### config.mk
export PLATFORM = sky130hd
export DESIGN_NAME = eh2_lsu_resv_monitor
export DESIGN_NICKNAME = d
export VERILOG_FILES = /design/src/rtl/eh2_lsu_resv_monitor.sv
export SDC_FILE = /design/constraint.sdc
export NUM_CORES = 1
export LEC_CHECK = 0
export BUFFER_PORTS_ARGS = -buffer_cell sky130_fd_sc_hd__buf_2
export CAP_MARGIN = 30
export CORE_MARGIN = 2
export CORE_UTILIZATION = 40
export CTS_BUF_LIST = sky130_fd_sc_hd__clkbuf_8
export DETAILED_ROUTE_END_ITERATION = 12
export GPL_TIMING_DRIVEN = 0
export PLACE_DENSITY_LB_ADDON = 0.3
export SYNTH_ARGS = -nofsm -noshare
export SYNTH_HDL_FRONTEND = slang
export SYNTH_SLANG_ARGS = --single-unit
### constraint.sdc
create_clock -name clk -period 1.72 [get_ports clk]
set_clock_uncertainty 0.15 [all_clocks]
set_input_delay 0.344 -clock clk [delete_from_list [all_inputs] [get_ports clk]]
set_output_delay 0.344 -clock clk [all_outputs]
set_load 0.01 [all_outputs]
### src/rtl/eh2_lsu_resv_monitor.sv
// eh2_lsu_resv_monitor: LR/SC reservation monitor for the LSU
// Ports:
//   clk, rst_l               core clock, asynchronous active-low reset
//   lr_commit_dc5/lr_addr_dc5  retired LR.W and its word address [31:2]
//   sc_req_dc3/sc_addr_dc3     SC.W in dc3 and its word address
//   sc_done_dc5              pending SC retired or killed
//   inv_valid/inv_addr       observed invalidating write and its word address
//   flush_clr                flush/interrupt/trap/mret clears the reservation
//   resv_valid/resv_addr     held reservation (address reads 0 when none)
//   sc_resp_valid_dc4/sc_fail_dc4  registered SC verdict
//   sc_busy                  SC accepted and in flight
// Optional: define RV_LSU_RESV_TIMEOUT_EN to age out reservations after RESV_TIMEOUT cycles.
module eh2_lsu_resv_monitor #(
  parameter int RESV_TIMEOUT = 64
) (
  input  logic        clk,
  input  logic        rst_l,
  input  logic        lr_commit_dc5,
  input  logic [29:0] lr_addr_dc5,
  input  logic        sc_req_dc3,
  input  logic [29:0] sc_addr_dc3,
  input  logic        sc_done_dc5,
  input  logic        inv_valid,
  input  logic [29:0] inv_addr,
  input  logic        flush_clr,
  output logic        resv_valid,
  output logic [29:0] resv_addr,
  output logic        sc_resp_valid_dc4,
  output logic        sc_fail_dc4,
  output logic        sc_busy
);
  typedef enum logic [1:0] {IDLE = 2'd0, RSVD = 2'd1, SCPEND = 2'd2} state_t;
  state_t state, state_nxt;
  logic [29:0] addr_q, addr_nxt;
  logic inv_hit, sc_pass, timeout;
  if (RESV_TIMEOUT < 2 || RESV_TIMEOUT > 1024) begin : g_bad_timeout
    $error("RESV_TIMEOUT must be within 2..1024");
  end
`ifdef RV_LSU_RESV_TIMEOUT_EN
  logic [9:0] age, age_nxt;
  assign timeout = (state == RSVD) && (age == 10'(RESV_TIMEOUT - 1));
  always_comb begin
    age_nxt = lr_commit_dc5 ? 10'd0 : (state == RSVD) ? ((age == 10'h3ff) ? age : age + 10'd1) : 10'd0;
  end
  always_ff @(posedge clk or negedge rst_l) begin
    if (!rst_l) age <= 10'd0;
    else        age <= age_nxt;
  end
`else
  assign timeout = 1'b0;
`endif
  assign inv_hit = inv_valid && (inv_addr == addr_q);
  // a matching invalidation or flush in the SC's own cycle beats the SC
  assign sc_pass = (state == RSVD) && (sc_addr_dc3 == addr_q) && !inv_hit && !flush_clr;
  always_comb begin
    state_nxt = IDLE;
    addr_nxt  = addr_q;
    if (lr_commit_dc5) begin
      state_nxt = RSVD;
      addr_nxt  = lr_addr_dc5;
    end else begin
      case (state)
        IDLE:    state_nxt = IDLE;
        RSVD:    state_nxt = sc_req_dc3 ? (sc_pass ? SCPEND : IDLE)
                           : (inv_hit || flush_clr || timeout) ? IDLE : RSVD;
        SCPEND:  state_nxt = (sc_done_dc5 || flush_clr) ? IDLE : SCPEND;
        default: state_nxt = IDLE;
      endcase
    end
  end
  always_ff @(posedge clk or negedge rst_l) begin
    if (!rst_l) begin
      state             <= IDLE;
      addr_q            <= 30'd0;
      sc_resp_valid_dc4 <= 1'b0;
      sc_fail_dc4       <= 1'b0;
    end else begin
      state             <= state_nxt;
      addr_q            <= addr_nxt;
      sc_resp_valid_dc4 <= sc_req_dc3;
      sc_fail_dc4       <= sc_req_dc3 && !sc_pass;
    end
  end
  assign resv_valid = (state == RSVD);
  assign resv_addr  = resv_valid ? addr_q : 30'd0;
  assign sc_busy    = (state == SCPEND);
endmodule

# After elaboration in Yosys (flattened, before gate mapping)
# Index checks and enable logic that the tools add are counted.
# word_totals
register_bits,34
wordCells,25
# classes
n_eq_ne,4
muxes,7
n_reduce_logical,10
# ops
operator,count
equality test 30 bit,2
two-way mux 30 bit,1
two-way mux 2 bit,4
logical AND 1 bit,5
one-hot mux 2 bit (2 select lines),1
logical NOT 1 bit,3
equality test 2 x 1 -> 1 bit (second input constant),1
equality test 2 bit (second input constant),1
logical OR 1 bit,2
two-way mux 1 bit,1

# Depth between registers and ports, before layout
# Gate-level depths: netlist of the first run.
# depth
depth_word,9
ltp_mapped,6

# Worst setup path after synthesis of the first run
# Ideal clock, no wire load.
# synth_path
path_kind,reg-to-reg
startpoint,reg addr_q[9]
endpoint,reg sc_fail_dc4
setup_ps,119
arrival_ps,1410
path_slack_ps,41
stages_incl_launch_ff,7
n_path_buf,0
period_less_slack_ps,1679
cell_sequence,dfrtp_1 xor2_1 nor4_1 nand4_1 nor4_1 nand2_1 and2_1
# synth_via
elab_chain_len,7
# synth_rtl
item,line,rtl
from (decl),34,"logic [29:0] addr_q, addr_nxt;"
from (signal assigned),79,addr_q <= addr_nxt;
equality test 30 bit,52,assign inv_hit = inv_valid && (inv_addr == addr_q);
logical AND 1 bit,52,
logical NOT 1 bit,54,assign sc_pass = (state == RSVD) && (sc_addr_dc3 == addr_q) && !inv_hit && !flush_clr;
logical AND 1 bit (*) (2 in series),54,
logical NOT 1 bit (*),81,sc_fail_dc4 <= sc_req_dc3 && !sc_pass;
logical AND 1 bit (*),81,
to (signal assigned),81,
to (decl),29,"output logic sc_fail_dc4,"
# Every way passes the cells marked *; elsewhere a longest branch is shown, timed or not.
# A chain may end at the register's enable or synchronous reset.

# Final worst setup path of the first run
# layout_path
startpoint,reg addr_q[27]
endpoint,reg state[1]
# layout_via
elab_chain_len,9
# layout_rtl
item,line,rtl
equality test 30 bit,52,
logical AND 1 bit,52,
logical NOT 1 bit,54,
logical AND 1 bit (*) (2 in series),54,
two-way mux 2 bit (*) (2 in series),64,RSVD: state_nxt = sc_req_dc3 ? (sc_pass ? SCPEND : IDLE)
one-hot mux 2 bit (2 select lines) (*),62,case (state)
two-way mux 2 bit (*),58,if (lr_commit_dc5) begin
via state_nxt[1],33,"state_t state, state_nxt;"
to (signal assigned),78,state <= state_nxt;
to (decl),33,
# Mark *: on every way through the listed nets, which the timed path passes. The rest lies on a longest branch.

==> results of run 1 <==
-- worst min-delay path by stage --
stage,from,cells past startpoint,to,slack (ns)
CTS,rst_l,1,addr_q[10]$_DFFE_PN0P_,0.02
floorplan,rst_l,0,addr_q[0]$_DFFE_PN0P_,-0.10
global route,rst_l,1,addr_q[20]$_DFFE_PN0P_,0.04
finish,rst_l,1,addr_q[10]$_DFFE_PN0P_,-0.02
global placement,rst_l,1,addr_q[10]$_DFFE_PN0P_,0.32
detailed placement,rst_l,1,addr_q[10]$_DFFE_PN0P_,0.32
-- cell usage in the layout (no fill, tap or decap), types with 2 or more instances in the layout --
master,netlist,routed
sky130_fd_sc_hd__buf_2,0,100
sky130_fd_sc_hd__xnor2_1,41,35
sky130_fd_sc_hd__dfrtp_1,34,32
sky130_fd_sc_hd__buf_6,0,29
sky130_fd_sc_hd__and2_4,0,28
sky130_fd_sc_hd__mux2_2,26,26
sky130_fd_sc_hd__xor2_1,19,19
sky130_fd_sc_hd__buf_4,0,11
sky130_fd_sc_hd__nand4_1,10,10
sky130_fd_sc_hd__clkbuf_8,0,8
sky130_fd_sc_hd__nor4_2,0,6
sky130_fd_sc_hd__xnor2_2,0,5
sky130_fd_sc_hd__mux2_1,4,4
sky130_fd_sc_hd__clkbuf_16,0,3
sky130_fd_sc_hd__and2_1,30,3
sky130_fd_sc_hd__buf_1,3,3
sky130_fd_sc_hd__buf_8,0,3
sky130_fd_sc_hd__nand3_1,2,2
sky130_fd_sc_hd__nor4_1,8,2
sky130_fd_sc_hd__nand2_1,2,2
sky130_fd_sc_hd__nor2_1,2,2
sky130_fd_sc_hd__ha_4,0,2
sky130_fd_sc_hd__dfrtp_2,0,2
-- worst reg2reg max path, delay by kind of cell (launching register included) --
family,cells,cell delay [ns]
and+or+nand+nor,4,0.93
DFF,1,0.42
AOI/OAI and AO/OA,1,0.19
xor gates and xnor gates,1,0.17
-- synth_stat cells --
library cell | instances | share of area (%)
sky130_fd_sc_hd__ha_1 | 2 | 1.2
sky130_fd_sc_hd__nor2_1 | 2 | 0.35
sky130_fd_sc_hd__a21boi_1 | 1 | 0.35
sky130_fd_sc_hd__buf_1 | 3 | 0.52
sky130_fd_sc_hd__mux2_1 | 4 | 2.1
sky130_fd_sc_hd__xor2_1 | 19 | 7.7
sky130_fd_sc_hd__and2_2 | 1 | 0.35
sky130_fd_sc_hd__nand4_4 | 1 | 0.99
sky130_fd_sc_hd__and2_1 | 30 | 8.7
sky130_fd_sc_hd__nand4_1 | 10 | 2.9
sky130_fd_sc_hd__xnor2_1 | 41 | 17
sky130_fd_sc_hd__nor3_1 | 1 | 0.23
sky130_fd_sc_hd__dfrtp_1 | 34 | 40
sky130_fd_sc_hd__nor4_1 | 8 | 2.3
sky130_fd_sc_hd__mux2_2 | 26 | 14
sky130_fd_sc_hd__inv_1 | 2 | 0.35
sky130_fd_sc_hd__a21o_1 | 1 | 0.35
sky130_fd_sc_hd__nand2_1 | 2 | 0.35
sky130_fd_sc_hd__o21ai_1 | 1 | 0.23
sky130_fd_sc_hd__clkbuf_1 | 4 | 0.70
sky130_fd_sc_hd__nand3_1 | 2 | 0.47
-- kinds of logic (layout without fill, tap and decap cells) --
| kind of cell | after synthesis | count (layout) | share of synthesized area (%) |
|---|---|---|---|
| fa+ha+maj | 2 | 2 | 1.16 |
| simple gates | 57 | 57 | 16.7 |
| xor+xnor | 60 | 60 | 24.4 |
| flops | 34 | 34 | 39.5 |
| buf+inv | 9 | 160 | 1.57 |
| compound gates | 3 | 3 | 0.930 |
| mux | 30 | 30 | 15.7 |
-- report_power, final --
| group | internal (mW) | total (mW) | switching (mW) |
|---|---|---|---|
| sequential | 0.875 | 0.969 | 0.0937 |
| clock | 0.404 | 0.698 | 0.293 |
| combinational | 0.529 | 0.864 | 0.335 |
| total | 1.81 | 2.53 | 0.722 |
-- what timing repair did --
| item | CTS | global route |
|---|---|---|
| endpoints found under the setup margin | 33 | 33 |
| endpoints found under the hold margin | 0 | 0 |
| pin swaps | 13 | 10 |
| cloned | 3 | 0 |
| buffers inserted | 7 | 4 |
| gates resized for setup | 64 | 28 |
-- final cells by class --
cell class	instances	share of cell area, %
Buffer	7	2.53
Inverter	2	0.211
Tap cell	70	2.46
Multi-Input combinational cell	152	40.9
Timing Repair Buffer	143	26.8
Sequential cell	34	24.0
Clock buffer	8	3.09
-- flip-flops by register name, indices dropped and copies added (netlist names) --
| signal | flops |
|---|---|
| addr_q | 30 |
| state | 2 |
| sc_fail_dc4 | 1 |
| sc_resp_valid_dc4 | 1 |
-- per-layer routing --
metal / share of wire [%] / GRT usage (%)
met3: 7.5 / 5.35
met1: 41 / 28.1
met2: 50 / 38.4
met4: 1.3 / 6.25
met5: 0 / 0
-- through the flow --
stage	instance area [um^2]	hold slack (ns)
floorplan	2150	-0.102
global placement	2890	0.320
detailed placement	2890	0.323
CTS	3390	0.0174
global route	3560	0.0352
finish	3560	-0.0223
==> impl_metrics.tcl, run 1 <==
set metrics [dict create \
    status "finished, violations left" \
    failed_checks "hold timing, setup timing" \
    detail_route.vias_per_cell 4.83 \
    wirelength_mm 6.60 \
    timing.critical_path.cells "xor2_1, nor4_2, nand4_1, nor4_2, nand2_1, o21ai_1" \
    die-area_mm2 0.00598 \
    detail-route-antenna-nets 0 \
    synthDistinctLibCells 21 \
    final_nets 444 \
    finalMaxSlewViolations 0 \
    ir_drop_mv 0.555 \
    first_global_vias 2120 \
    number_of_placed_instances_with_taps_included 394 \
    cts_hold_repair.buffers 0 \
    final-setup-viol-count 32 \
    critical_path.reg2reg.startpoint "addr_q[27]$_DFFE_PN0P_" \
    worstPathBufferInverterCount 0 \
    area_of_the_multi_input_gates_mm2 0.00146 \
    tightestPinTransition_ns 0.786 \
    cp-endpoint "state[1]$_DFF_PN0_" \
    setup.worst_path.start_class "flip-flop" \
    worst_skew_pair.late_latency_ns 0.29 \
    synth.cell_area_mm2 0.00215 \
    die_boundary_width_um 77.4 \
    seq_area_frac_synth_pct 39.5 \
    ys.warnings.count 0 \
    regArea_um2 853 \
    slowest_cell_delay_on_critical_path_ns 0.42 \
    firstDrtPassIters 4 \
    finalCoreUtilization_pct 69.2 \
    buffer_ports.inserted 129 \
    finalWorstSetupSlack_ns -0.229 \
    first_pass_grt_wire_length_mm 10.3 \
    timing.setup.tns_ns -5.44 \
    tightest_slew_margin_relative_to_the_limit_pct 47.6 \
    filler_cell_count 431 \
    synthCells 195 \
    core.rowCount 26 \
    timing.fmax_mhz 513 \
    worst_setup_path_startpoint "addr_q[27]$_DFFE_PN0P_" \
    syn_nets 294 \
    timing.setup.critical_path_class "reg -> reg" \
    cts_inserted_buffers 5 \
    layoutNonFillerInstCount 416 \
    drive_above_1_share_pct 65.3 \
    tritoncts_num_sinks 34 \
    antenna_cells_inserted 0 \
    initial_utilization_pct 41.9 \
    leakage_power_nw 1.65 \
    final.period_utilization_pct 113 \
    timing.critical_path.depth 6 \
    final_critical_path_time_including_i_o_delays_and_setup_ns 1.95 \
    wl_per_cell_um 15.9 \
    r2r_setup_slack_ns -0.23 \
    holdCritPathClass "in -> async" \
    clock-root-buffer "sky130_fd_sc_hd__clkbuf_8" \
    routabilityCongestion 0.784 \
    fin_hold_ws_ns -0.0223 \
    detailroute.via_count 2009 \
    timing.critical_path.to_type "flip-flop" \
    clkTransAtPathRegs_ns 0.07 \
    worst-endpoint-required_ns 1.77 \
    gr-usage-all-layers_pct 22.4 \
    areaGrowthSynthToFinish_pct 65.3 \
    syn_avg_cell_area_um2 11.0 \
    grt_start_max_net_pins 35 \
    setup_slack_placement_ns -0.428 \
    timing.final.hold_violations 21 \
    design_power_total_mw 2.53 \
    powerDensity_mw_per_mm2 711 \
    grt_overflow 0 \
    critPathMostFrequentCell "sky130_fd_sc_hd__nor4_2" \
    cap_violations 0 \
    detail_route.iter0.violations 53 \
    crit_family "simple AND/OR/NAND/NOR gates" \
    place.detailed.hpwl_mm 4.78 \
    design.core.area_mm2 0.00514 \
    grt_antenna_before_repair 0 \
    critical_path_fanouts_max 4 \
    postSynthRegisterBits 34 \
    timing.critical_path.slowest_stage_cell "sky130_fd_sc_hd__dfrtp_1" \
    floorplan.die.height_um 77.4 \
    arrival_ns 2.00 \
    h_tree_lvl_count 2 \
    reg2reg_depth 6 \
    design.portCount 131 \
    drcViolationCount 0 \
    max-clock-path-buffers 2 \
    rsz0062_at_grt "true" \
    timing.rr.end "state[1]$_DFF_PN0_" \
    tritoncts_clock_tree "yes" \
]
(Power assumes the default switching activity.)
==> run 2: changes to the inputs <==
SETUP_SLACK_MARGIN = 0.2   (was unset)
==> run 2 against run 1 <==
The flow still finishes with violations (hold timing, setup timing). Via count decreased by 0.85%. Final area decreased by 1.2%. Die area unchanged. Largest cell class unchanged. Worst hold slack improved by 0.0060 ns. Final cell count decreased by 0.24%.
==> impl_metrics.tcl, run 2 (same netlist as run 1, synthesis figures left out) <==
set metrics [dict create \
    r2r_setup_slack_ns -0.22 \
    power_frac_comb_pct 34.9 \
    switchingPower_uw 723 \
    routabilityCongestion 0.794 \
    finalMaxSlewViolations 0 \
    timing.critical_path.to_type "flip-flop" \
    internal-power_mw 1.71 \
    finalWorstSetupSlack_ns -0.222 \
    failed_checks "hold timing, setup timing" \
    grt_antenna_before_repair 0 \
    first_pass_grt_wire_length_mm 10.6 \
    regArea_um2 852 \
    reg.largest.list "addr_q x30, state x2" \
    die_boundary_width_um 77.4 \
    final.period_utilization_pct 113 \
    critical_path.reg2reg.startpoint "addr_q[4]$_DFFE_PN0P_" \
    initial_utilization_pct 41.9 \
    tightest_slew_margin_relative_to_the_limit_pct 48.0 \
    worst_skew_pair.late_latency_ns 0.29 \
    place.detailed.hpwl_mm 4.85 \
    wirelength_mm 6.81 \
    detail-route-antenna-nets 0 \
    area_of_the_multi_input_gates_mm2 0.00143 \
    dpl_cell_area_mm2 0.00289 \
    buffer_ports.inserted 129 \
    detail_route.vias_per_cell 4.80 \
    design.portCount 131 \
    registers.top_by_ff_count "addr_q" \
    timing.rr.end "sc_fail_dc4$_DFF_PN0_" \
    cts_hold_repair.buffers 0 \
    p_sw_share_pct 29.7 \
    gr-usage-all-layers_pct 23.1 \
    powerDensity_mw_per_mm2 692 \
    holdCritPathClass "in -> async" \
    design.core.area_mm2 0.00514 \
    postLayoutCellArea_mm2 0.00352 \
    detail_route.iter0.violations 42 \
    cap_violations 0 \
    seq_pwr_share_pct 40.0 \
    tritoncts_num_sinks 34 \
    grt_overflow 0 \
    final-setup-viol-count 33 \
    final_cell_mix "sky130_fd_sc_hd__buf_2, sky130_fd_sc_hd__xnor2_1, sky130_fd_sc_hd__buf_6, sky130_fd_sc_hd__dfrtp_1, sky130_fd_sc_hd__and2_4" \
    max-clock-path-buffers 2 \
    timing.fmax_mhz 515 \
    ir_drop_mv 0.439 \
    tritoncts_clock_tree "yes" \
    arrival_ns 1.97 \
    leakage_power_nw 1.63 \
    setup.worst_path.start_class "flip-flop" \
    fin_hold_ws_ns -0.0163 \
    rsz0062_at_grt "true" \
    worst-endpoint-required_ns 1.75 \
    fraction_of_power_consumed_by_the_clock_network_pct 25.1 \
    filler_cell_count 430 \
    h_tree_lvl_count 2 \
    critical_path_fanouts_max 4 \
    reg2reg_depth 6 \
    timing.final.hold_violations 27 \
    drive_above_1_share_pct 64.9 \
    final_nets 443 \
    drcViolationCount 0 \
    cts_inserted_buffers 5 \
    core.rowCount 26 \
    tightestPinTransition_ns 0.780 \
    timing.setup.tns_ns -6.00 \
    floorplan.die.height_um 77.4 \
    die-area_mm2 0.00598 \
    detailroute.via_count 1992 \
    clock-root-buffer "sky130_fd_sc_hd__clkbuf_8" \
    timing.setup.critical_path_class "reg -> reg" \
    areaGrowthSynthToFinish_pct 63.4 \
    firstDrtPassIters 4 \
    layout_commonest_cell "sky130_fd_sc_hd__buf_2" \
    first_global_vias 2137 \
    clkTransAtPathRegs_ns 0.07 \
    status "finished, violations left" \
    antenna_cells_inserted 0 \
    final_critical_path_time_including_i_o_delays_and_setup_ns 1.94 \
    grt_start_max_net_pins 35 \
    largest_register_ffs 30 \
    wl_per_cell_um 16.4 \
]
run 2: final cells by class:
cell class | count | share of cell area [%]
multi-input cells | 152 | 40.7
repair buffers | 142 | 28.0
flip-flops and latches | 34 | 24.2
well taps | 70 | 2.49
clock buffers | 6 | 2.35
plain buffers | 7 | 1.74
clock inverters | 2 | 0.249
inverters | 2 | 0.213
run 2: how the worst max path moves through the flow:
stage	from	end	slack [ns]	cells after the start
4_1_cts	addr_q[11]$_DFFE_PN0P_	sc_fail_dc4$_DFF_PN0_	-0.18	6
3_3_place_gp	sc_addr_dc3[9]	sc_fail_dc4$_DFF_PN0_	-0.40	7
5_1_grt	addr_q[25]$_DFFE_PN0P_	sc_fail_dc4$_DFF_PN0_	-0.29	6
6_report	addr_q[4]$_DFFE_PN0P_	sc_fail_dc4$_DFF_PN0_	-0.22	6
2_1_floorplan	addr_q[18]$_DFFE_PN0P_	sc_fail_dc4$_DFF_PN0_	0.09	6
3_5_place_dp	sc_addr_dc3[9]	sc_fail_dc4$_DFF_PN0_	-0.32	7
run 2: worst max-delay path, cell delays in order (launching register included):
cell and delay [ns]:
sky130_fd_sc_hd__dfrtp_1 0.42, sky130_fd_sc_hd__xor2_1 0.19, sky130_fd_sc_hd__nor4_2 0.32, sky130_fd_sc_hd__nand4_1 0.21, sky130_fd_sc_hd__nor4_2 0.27, sky130_fd_sc_hd__nand2_1 0.14, sky130_fd_sc_hd__and2_1 0.15
run 2: layer usage:
layer | part of all wire, % | vias up | wire (um) | global-route usage (%)
met2 | 54 | 83 | 3680 | 40.9
met1 | 39 | 939 | 2650 | 27.7
met5 | 0 | - | 0 | 0
li1 | - | 962 | - | -
met4 | 0.82 | 0 | 56 | 5.54
met3 | 6.1 | 8 | 417 | 6.63
run 2: what timing repair did:
| item | CTS | global route |
|---|---|---|
| pin swaps | 12 | 2 |
| endpoints found under the setup margin | 35 | 40 |
| gates resized for setup | 68 | 31 |
| endpoints found under the hold margin | 0 | 0 |
| gates cloned | 3 | 0 |
| setup buffers | 7 | 3 |
run 2: power groups by stage:
stage	clock network (mW)	logic, mW	registers, mW
5_1_grt	0.664	0.912	0.988
3_3_place_gp	0	0.607	0.987
6_report	0.611	0.850	0.975
3_5_place_dp	0	0.615	0.991
4_1_cts	0.617	0.787	0.974
2_1_floorplan	0	0.364	0.964
run 2: metrics by stage:
| stage | setup WS, ns | utilization, % | power (mW) | std cells |
|---|---|---|---|---|
| 5_1_grt | -0.287 | 68.4 | 2.56 | 415 |
| 4_1_cts | -0.181 | 65.8 | 2.38 | 412 |
| 3_5_place_dp | -0.322 | 56.2 | 1.61 | 394 |
| 6_report | -0.222 | 68.4 | 2.44 | 415 |
| 2_1_floorplan | 0.0903 | - | 1.33 | 195 |
| 3_3_place_gp | -0.396 | 56.2 | 1.59 | 394 |
==> run 3: changes to the inputs <==
SKIP_CTS_REPAIR_TIMING = 1   (was unset)
==> run 3 against run 2 <==
The run still ends with hold timing, setup timing left. Utilization is 1.2 points lower. Sequential share of layout area is 0.48 points higher. Non-clock buffer count is 4 lower. Worst setup slack worse by 0.026 ns. Global-route usage is 2.5 points lower. Flip-flop and latch count stayed put. Power is 1.3% lower. Fmax is 1.3% lower. Clock-buffer cell count stayed put. Sequential power is 0.6% higher.
==> impl_metrics.tcl, run 3 (same netlist as run 1, synthesis figures left out) <==
set metrics [dict create \
    critical_path_fanouts_max 4 \
    cap_violations 0 \
    detail_route.vias_per_cell 4.75 \
    gr-usage-all-layers_pct 20.6 \
    max-clock-path-buffers 2 \
    registers.top_by_ff_count "addr_q" \
    first_global_vias 2008 \
    globalRoute.busiestLayer "met2" \
    firstDrtPassIters 3 \
    grt_start_max_net_pins 35 \
    finalMaxSlewViolations 0 \
    timing.critical_path.to_type "flip-flop" \
    r2r_setup_slack_ns -0.25 \
    holdCritPathClass "in -> async" \
    timing.fmax_mhz 508 \
    reg2reg_depth 6 \
    buffer_ports.inserted 129 \
    tightestPinTransition_ns 0.789 \
    finalWorstSetupSlack_ns -0.248 \
    number_of_placed_instances_with_taps_included 394 \
    final_nets 439 \
    grtUsageMet3_pct 4.30 \
    routabilityCongestion 0.794 \
    tritoncts_num_sinks 34 \
    layoutNonFillerInstCount 411 \
    final-setup-viol-count 33 \
    regArea_um2 853 \
    worst-endpoint-required_ns 1.75 \
    failed_checks "hold timing, setup timing" \
    timing.final.hold_violations 11 \
    place.detailed.hpwl_mm 4.85 \
    setup_slack_placement_ns -0.322 \
    layout_commonest_cell "sky130_fd_sc_hd__buf_2" \
    reg.largest.list "addr_q x30, state x2" \
    detail_route.iter0.violations 46 \
    final_cell_mix "sky130_fd_sc_hd__buf_2, sky130_fd_sc_hd__xnor2_1, sky130_fd_sc_hd__buf_6, sky130_fd_sc_hd__dfrtp_1, sky130_fd_sc_hd__and2_4" \
    cts_inserted_buffers 5 \
    areaGrowthSynthToFinish_pct 60.5 \
    die-area_mm2 0.00598 \
    h_tree_lvl_count 2 \
    die_boundary_width_um 77.4 \
    tightest_slew_margin_relative_to_the_limit_pct 47.4 \
    antenna_cells_inserted 0 \
    rsz0062_at_grt "true" \
    met1_usage_pct 25.6 \
    final_critical_path_time_including_i_o_delays_and_setup_ns 1.97 \
    grt_antenna_before_repair 0 \
    ir_drop_mv 0.409 \
    final.period_utilization_pct 114 \
    detail-route-antenna-nets 0 \
    first_pass_grt_wire_length_mm 9.49 \
    filler_cell_count 438 \
    drcViolationCount 0 \
    floorplan.die.height_um 77.4 \
    setup.worst_path.start_class "flip-flop" \
    status "finished, violations left" \
    fin_hold_ws_ns -0.0123 \
    m2_gr_usage_pct 36.3 \
    arrival_ns 2.00 \
    critical_path.reg2reg.startpoint "addr_q[4]$_DFFE_PN0P_" \
    clock-root-buffer "sky130_fd_sc_hd__clkbuf_8" \
    area_of_the_multi_input_gates_mm2 0.00140 \
    core.rowCount 26 \
    detailroute.via_count 1953 \
    wl_per_cell_um 16.6 \
    clkTransAtPathRegs_ns 0.07 \
    wirelength_mm 6.81 \
    finalCoreUtilization_pct 67.2 \
    tritoncts_clock_tree "yes" \
    timing.setup.tns_ns -6.38 \
    design.portCount 131 \
    drive_above_1_share_pct 63.3 \
    worst_skew_pair.late_latency_ns 0.28 \
    powerDensity_mw_per_mm2 696 \
    initial_utilization_pct 41.9 \
    largest_register_ffs 30 \
    timing.setup.critical_path_class "reg -> reg" \
    design.core.area_mm2 0.00514 \
    timing.rr.end "sc_fail_dc4$_DFF_PN0_" \
    leakage_power_nw 1.60 \
    grt_overflow 0 \
]
[run 3: cell count changes in the layout (fill, tap and decap cells not counted), moves of 2 or more]
cell,previous run,this run
sky130_fd_sc_hd__buf_4,5,3
sky130_fd_sc_hd__buf_8,6,2
sky130_fd_sc_hd__clkbuf_16,0,2
sky130_fd_sc_hd__xnor2_1,37,40
sky130_fd_sc_hd__xnor2_2,4,1
[run 3: worst max-delay path by stage]
stage	start	to
after detailed placement	sc_addr_dc3[9]	sc_fail_dc4$_DFF_PN0_
after CTS	addr_q[9]$_DFFE_PN0P_	sc_fail_dc4$_DFF_PN0_
after floorplan	addr_q[18]$_DFFE_PN0P_	sc_fail_dc4$_DFF_PN0_
final	addr_q[4]$_DFFE_PN0P_	sc_fail_dc4$_DFF_PN0_
after global routing	addr_q[7]$_DFFE_PN0P_	sc_fail_dc4$_DFF_PN0_
after global placement	sc_addr_dc3[9]	sc_fail_dc4$_DFF_PN0_
[run 3: area by class of cell]
class	instances	area share (%)
Multi-Input combinational cell	152	40.4
Inverter	2	0.290
Sequential cell	34	24.7
Timing Repair Buffer	138	27.7
Buffer	7	1.67
Clock buffer	6	2.39
Tap cell	70	2.54
Clock inverter	2	0.254
[run 3: stage by stage]
stage	cell area, um^2	total power [mW]
after detailed placement	2890	1.61
final	3450	2.40
after CTS	2980	2.21
after global routing	3450	2.53
after floorplan	2160	1.33
after global placement	2890	1.59
[run 3: worst max-delay path, stage by stage, from the launching register on]
cell                      delay [ns]
sky130_fd_sc_hd__dfrtp_1        0.43
sky130_fd_sc_hd__xor2_1         0.19
sky130_fd_sc_hd__nor4_2         0.34
sky130_fd_sc_hd__nand4_1        0.21
sky130_fd_sc_hd__nor4_2         0.26
sky130_fd_sc_hd__nand2_1        0.14
sky130_fd_sc_hd__and2_1         0.15
[run 3: where the power goes]
part           switching [mW]  internal (mW)
registers               0.105          0.875
logic                   0.314          0.506
clock network           0.287          0.317
[run 3: layer usage]
| metal | routed length [um] | share of wire, % |
|---|---|---|
| met5 | 0 | 0 |
| met4 | 49 | 0.72 |
| met3 | 398 | 5.8 |
| met2 | 3580 | 53 |
| met1 | 2780 | 41 |
